<file path="src/rtl/fetch_decode_queue.sv">
// Elastic FIFO of {pc, instr, pred_taken, misaligned} between fetch and decode.
// Latency: 1 cycle from push to head visibility (no bypass); head is combinational from storage.
// Backpressure: in_ready drops when full (state only, never from out_ready); head holds while !out_ready.
module fetch_decode_queue #(
  parameter int DEPTH = 4,
  parameter int XLEN  = 32
) (
  input  logic                     clk,
  input  logic                     rst_n,
  input  logic                     flush,
  input  logic                     in_valid,
  output logic                     in_ready,
  input  logic [XLEN-1:0]          in_pc,
  input  logic [XLEN-1:0]          in_instr,
  input  logic                     in_pred_taken,
  output logic                     out_valid,
  input  logic                     out_ready,
  output logic [XLEN-1:0]          out_pc,
  output logic [XLEN-1:0]          out_instr,
  output logic                     out_pred_taken,
  output logic                     out_misaligned,
  output logic [$clog2(DEPTH):0]   count
);

  localparam int PW = $clog2(DEPTH);
  localparam int CW = PW + 1;
  localparam logic [CW-1:0]   FULL = CW'(DEPTH);
  localparam logic [XLEN-1:0] NOP  = XLEN'(32'h0000_0013);

  typedef struct packed {
    logic [XLEN-1:0] pc;
    logic [XLEN-1:0] instr;
    logic            pred_taken;
    logic            misaligned;
  } entry_t;

  entry_t          r_mem [DEPTH];
  logic [PW-1:0]   r_wr_ptr;
  logic [PW-1:0]   r_rd_ptr;
  logic [CW-1:0]   r_count;

  logic            w_push;
  logic            w_pop;
  entry_t          w_wr_entry;
  entry_t          w_head;

  // Handshakes; full/empty come from count since pointers alias when wrapped
  always_comb begin
    in_ready   = (r_count != FULL);
    out_valid  = (r_count != '0);
    w_push     = in_valid & in_ready;
    w_pop      = out_valid & out_ready;
    w_wr_entry = '{pc: in_pc, instr: in_instr, pred_taken: in_pred_taken,
                   misaligned: |in_pc[1:0]};
  end

  // Storage write; no reset needed since empty slots are masked at the head
  always_ff @(posedge clk) begin
    if (w_push && !flush) begin
      r_mem[r_wr_ptr] <= w_wr_entry;
    end
  end

  // Pointer and occupancy update; flush overrides any push/pop in its cycle
  always_ff @(posedge clk or negedge rst_n) begin
    if (!rst_n) begin
      r_wr_ptr <= '0;
      r_rd_ptr <= '0;
      r_count  <= '0;
    end else if (flush) begin
      r_wr_ptr <= '0;
      r_rd_ptr <= '0;
      r_count  <= '0;
    end else begin
      if (w_push) begin
        r_wr_ptr <= r_wr_ptr + 1'b1;
      end
      if (w_pop) begin
        r_rd_ptr <= r_rd_ptr + 1'b1;
      end
      if (w_push && !w_pop) begin
        r_count <= r_count + 1'b1;
      end else if (w_pop && !w_push) begin
        r_count <= r_count - 1'b1;
      end
    end
  end

  // Head outputs, masked to a NOP bubble when empty so decode sees harmless values
  always_comb begin
    w_head         = r_mem[r_rd_ptr];
    out_pc         = '0;
    out_instr      = NOP;
    out_pred_taken = 1'b0;
    out_misaligned = 1'b0;
    if (out_valid) begin
      out_pc         = w_head.pc;
      out_instr      = w_head.instr;
      out_pred_taken = w_head.pred_taken;
      out_misaligned = w_head.misaligned;
    end
    count = r_count;
  end

  a_count_range: assert property (@(posedge clk) disable iff (!rst_n)
    r_count <= FULL);
  a_no_push_full: assert property (@(posedge clk) disable iff (!rst_n)
    !(w_push && (r_count == FULL)));
  a_no_pop_empty: assert property (@(posedge clk) disable iff (!rst_n)
    !(w_pop && (r_count == '0)));

endmodule
</file>
<file path="config.mk">
export PLATFORM = sky130hd
export DESIGN_NAME = fetch_decode_queue
export DESIGN_NICKNAME = d
export VERILOG_FILES = /design/src/rtl/fetch_decode_queue.sv
export SDC_FILE = /design/constraint.sdc
export NUM_CORES = 1
export LEC_CHECK = 0
export BUFFER_PORTS_ARGS = -buffer_cell sky130_fd_sc_hd__buf_2
export CAP_MARGIN = 20
export CELL_PAD_IN_SITES_DETAIL_PLACEMENT = 0
export CELL_PAD_IN_SITES_GLOBAL_PLACEMENT = 1
export CORE_MARGIN = 4
export CORE_UTILIZATION = 40
export DETAILED_ROUTE_END_ITERATION = 8
export GPL_ROUTABILITY_DRIVEN = 0
export GPL_TIMING_DRIVEN = 0
export MAX_ROUTING_LAYER = met4
export PLACE_DENSITY = 0.72
export SLEW_MARGIN = 20
export SYNTH_ARGS = -nofsm -noshare
export SYNTH_HDL_FRONTEND = slang
export SYNTH_SLANG_ARGS = --single-unit
</file>
<file path="constraint.sdc">
create_clock -name clk -period 4 [get_ports clk]
set_input_delay 0.6 -clock clk [delete_from_list [all_inputs] [get_ports clk]]
set_output_delay 0.6 -clock clk [all_outputs]
set_load 0.02 [all_outputs]
</file>
Yosys cells after proc, flatten, opt, wreduce, memory -nomap -nowiden
Memories as Yosys holds them, arrays and structs flattened. Index checks and enable logic that the tools add are counted.

Add/subtract/negate cells: 4. Equal/unequal tests: 1. Multiplexer cells: 13. Bitwise logic cells: 2. Reductions and logical operators: 11.

Operators with widths (number): 32-bit 2-to-1 mux (2); 3-bit 2-to-1 mux (3); 2-bit 2-to-1 mux (4); 3-bit nonzero test (2); 2-bit by 1-bit adder with 2-bit output, second input constant (2); 1-bit 2-to-1 mux (4); 2-bit nonzero test (2); 3-bit by 1-bit adder with 3-bit output, second input constant (1); 1-bit logical AND (3); 1-bit zero test (3); 3-bit != test, second input constant (1); 3-bit by 1-bit subtractor with 3-bit output, second input constant (1); 1-bit AND (2); 2-bit OR reduction (1).

Register bits: 7. Bits in writable memories: 264. Output and inout bits: 71. Word-level logic and storage cells: 35. Memories kept: 1.

Memory list: r_mem (words 4, width 66, read ports 1, clocked after memory_dff 0, wr ports 1, RTL line 37) `entry_t r_mem [DEPTH];`.

Depth between registers and ports, before layout
Depth in word-level cells: 7. Mapped depth: 8.

Worst setup path before layout
OpenSTA, ideal clock, no wires.

Path type: in2reg. Start: in in_valid. End: mem r_mem[0][0] in the netlist's numbering (enable). Setup time: 0.431 ns. Arrival time: 2.762 ns. Slack: 0.807 ns. Stages: 4. Buffers on the path: 1. Cell sequence: clkbuf_1 > inv_1 > nor3_1 > and2_1.

Longest elaborated chain between the ends: 4.

RTL lines: start: declaration (RTL line 11) `input logic in_valid,`; 1-bit AND (RTL line 51) `w_push = in_valid & in_ready;`; 1-bit logical AND (RTL line 59) `if (w_push && !flush) begin`; 1-bit 2-to-1 mux (RTL line 59); 1-bit 2-to-1 mux (implied by the code) (RTL line 60) `r_mem[r_wr_ptr] <= w_wr_entry;`; end: declaration (RTL line 37).

No other way between the ends.

Worst setup path after layout
Start: reg r_count[0], in the netlist count[0]. End: out out_pc[22].

Longest elaborated chain between the ends: 2.

RTL lines: start: declaration (RTL line 40) `logic [CW-1:0] r_count;`; start signal: assignment (RTL line 82) `r_count <= r_count + 1'b1;`; start signal: assignment (RTL line 84) `r_count <= r_count - 1'b1;`; 3-bit nonzero test (RTL line 50) `out_valid = (r_count != '0);`; 32-bit 2-to-1 mux (RTL line 96) `if (out_valid) begin`; end: declaration (RTL line 18) `output logic [XLEN-1:0] out_pc,`.

No other way between the ends.

==> run metrics <==
number of gates given a new drive strength after cts=0; sequential cell area fraction in the yosys report=a little under 80%; worst reg2reg endpoint=count[2]$_DFFE_PN0P_; FFs w/ async S/R, synth=2.58%; Sinks on Clock Net=271; slew at the pin with the worst max-slew slack=approximately 750 ps; final HPWL from detailed placement=roughly 13 mm; number of antenna violations at the first check in global routing=0; Worst Reg-to-Reg Cells=7; count of buffers inserted at the top-level ports=about 140; first-pass iteration count of the detailed router=4; Post-Syn Area=between 10,000 and 15,000 um^2; reg-to-reg startpoint=count[0]$_DFFE_PN0P_; maximum fanout encountered on the critical timing path=10; post-detailed-route via-to-cell ratio=roughly 5.1; Core ar.=approximately 26,000 um^2; startpoint-to-endpoint class of the critical path=reg -> out; most common flop cell mapped by yosys=sky130_fd_sc_hd__edfxtp_1; number of flip-flops and latches in the synthesized netlist=271; CP startpoint kind=flip-flop; final cell utilization of the core=between 40 and 50%; Final Skew=between 7 and 8 ps; most common cell in the synthesized netlist=sky130_fd_sc_hd__edfxtp_1; antenna diode count=0; sum of routed wire length over all layers=19.9 mm; fraction of final layout cells sized beyond drive strength 1=about two fifths; number of different library cells in the post-synthesis netlist=34; Hold Violations, Final=0; total leakage power=0.00430 uW; setup slack after layout=a little under 800 ps; Pwr Total=roughly 8200 uW; source-to-sink clock delay at the later pin of the worst-skew pair=around 520 ps; share of the clock period used by the worst path after layout=between 80% and 90%; effective utilization at floorplan=around two fifths; hold slack final=291 ps; post-route cell area=roughly 13,000 um^2; WP data arrival=about 2600 ps; I/O pin cnt=approximately 140; DRC errors left=0; Area Growth Syn to Fin=20.1%; class of the tightest hold or removal check=in -> reg; TritonCTS clock tree=built; ranking of synthesized cells by instance count=sky130_fd_sc_hd__edfxtp_1, sky130_fd_sc_hd__mux4_2, sky130_fd_sc_hd__nor2b_1; gate count of the mapped netlist=482; library cell occupying the most area in the post-synthesis netlist=sky130_fd_sc_hd__edfxtp_1; post-synth top area share=75.4%; final worst path period need=~3200 ps; pin count of the biggest net entering global routing=40; minimum setup slack after placement=between 1000 and 1500 ps; routed vias=between 5,000 and 6,000; Power Density=~650 nW/um^2; overflow left after global routing=0; full die area=28,900 um^2; number of setup violations in the final report=0; clock buffer depth=3; number of enable-type register cells in the synthesized netlist=around 260; global-route wire length before repair=30.9 mm; post-synthesis area per instance=around 22 um^2; Inserted Clock Buffers=28; number of nets in the layout=729; peak supply drop=389 uV; horizontal extent of the die=~170 um; Clk Tree Root Cell=sky130_fd_sc_hd__clkbuf_16; total number of yosys warnings=0; number of nets produced by synthesis=between 500 and 600; Reg clk slew, reported paths=60 ps; Slew Limit Fails=0; RSZ-0062 raised after global routing=no; number of placement rows=between 50 and 60; filler cell count=2,195; post-route ant nets=0; number of buffers inserted for hold repair after clock tree synthesis=1; critical path capture point type=output pin; largest cells by area after synthesis=sky130_fd_sc_hd__edfxtp_1, sky130_fd_sc_hd__mux4_2, sky130_fd_sc_hd__nor2b_1; MaxCap Viol Count=0; vias in the first global route=~5,600; violation count after the first detailed-route iteration=between 200 and 300; maximum clock rate=between 300 and 400 MHz; endpoint required time on the critical path=3400 ps; Post-CTS Setup Bufs=0; GRT Total Usage=14.1%; worst reg-to-reg setup slack=around 1600 ps; mean routed wirelength per cell=19.7 um; Cell Area, Placed=11,700 um^2; H-tree Lvls=1; Die Height=roughly 170 um; Hold EP=r_mem[0][4]$_DFFE_PP_; hold path start=in_instr[2]; status=finished, final reports clean; number of cells on the worst hold path=1; Max-Slew Margin vs Limit=between 50% and 60%
[critical path, cell delays in order (launching register included)]
cell and delay, ps:
sky130_fd_sc_hd__dfrtp_1 380, sky130_fd_sc_hd__buf_2 180, sky130_fd_sc_hd__nor3_2 410, sky130_fd_sc_hd__buf_2 350
sky130_fd_sc_hd__clkbuf_1 460, sky130_fd_sc_hd__nor2b_1 120, sky130_fd_sc_hd__buf_2 190
[stage by stage]
step / TNS (ps) / cells
6_report: 0 / 1011
4_1_cts: 0 / 1011
5_1_grt: 0 / 1011
3_3_place_gp: -142750 / 954
2_1_floorplan: 0 / 482
3_5_place_dp: 0 / 958
[report_power, final]
group | internal, uW | switching (uW) | total, uW
Combinational | 983 | 1440 | 2420
Sequential | 3270 | 38.9 | 3300
Clock | 1440 | 987 | 2430
[state kept, by name, indices dropped and copies added (netlist names)]
register and flops:
r_mem 264, count 3, r_rd_ptr 2, r_wr_ptr 2
[kinds of logic (layout without fill, tap and decap cells)]
kind of cell | after synthesis | after routing | share of synthesized area (%)
mux | 69 | 69 | 14.4
buf+inv | 35 | 229 | 1.73
xor+xnor | 2 | 2 | 0.167
fa+ha+maj | 5 | 5 | 0.666
compound gates | 14 | 14 | 0.999
simple gates | 86 | 86 | 4.95
flops | 271 | 271 | 77.0
[worst max path at each step]
stage | from | to | slack [ps] | depth (start not counted)
6_report | count[0]$_DFFE_PN0P_ | out_pc[22] | 770 | 6
5_1_grt | count[0]$_DFFE_PN0P_ | out_pc[24] | 540 | 6
4_1_cts | count[0]$_DFFE_PN0P_ | out_pc[22] | 620 | 6
3_5_place_dp | count[0]$_DFFE_PN0P_ | out_pc[22] | 1180 | 6
3_3_place_gp | in_valid | r_mem[0][43]$_DFFE_PP_ | -550 | 4
2_1_floorplan | in_valid | r_mem[0][0]$_DFFE_PP_ | 810 | 4
[cells in the final DEF (no fill, tap or decap), drive strengths merged]
cell,netlist,layout
o31ai,2,2
nand3b,1,1
nor3b,1,1
nor2,8,8
o21ai,3,3
a221oi,1,1
clkinvlp,0,1
fa,1,1
a211oi,1,1
o311ai,1,1
clkbuf,6,40
a31o,1,1
edfxtp,264,264
ha,4,4
a21oi,2,2
mux2,2,2
and2,4,4
inv,8,8
nor2b,63,63
xor2,2,2
dlygate4sd3,0,1
mux2i,1,1
o21a,2,2
and3,1,1
buf,21,162
nand3,2,2
clkinv,0,15
or2,4,4
nor3,2,2
bufinv,0,2
mux4,66,66
o311a,1,1
dfrtp,7,7
[area by class of cell]
| cell class | instances | area [um^2] | area share [%] |
|---|---|---|---|
| sequential | 271 | 8100 | 64.2 |
| multi-input combinational | 176 | 2240 | 17.8 |
| timing repair buffer | 142 | 806 | 6.38 |
| clock buffer | 34 | 744 | 5.90 |
| tap | 335 | 419 | 3.32 |
| buffer | 27 | 151 | 1.20 |
| clock inverter | 18 | 131 | 1.04 |
| inverter | 8 | 30.0 | 0.238 |
[per-layer routing]
metal | track usage, % | share of wire, % | vias up
li1 | - | - | 2303
met3 | 2.62 | 6.1 | 23
met4 | 2.74 | 1.3 | 0
met2 | 23.3 | 51 | 139
met5 | - | 0 | -
met1 | 18.5 | 41 | 2662
(Power assumes the default switching activity.)
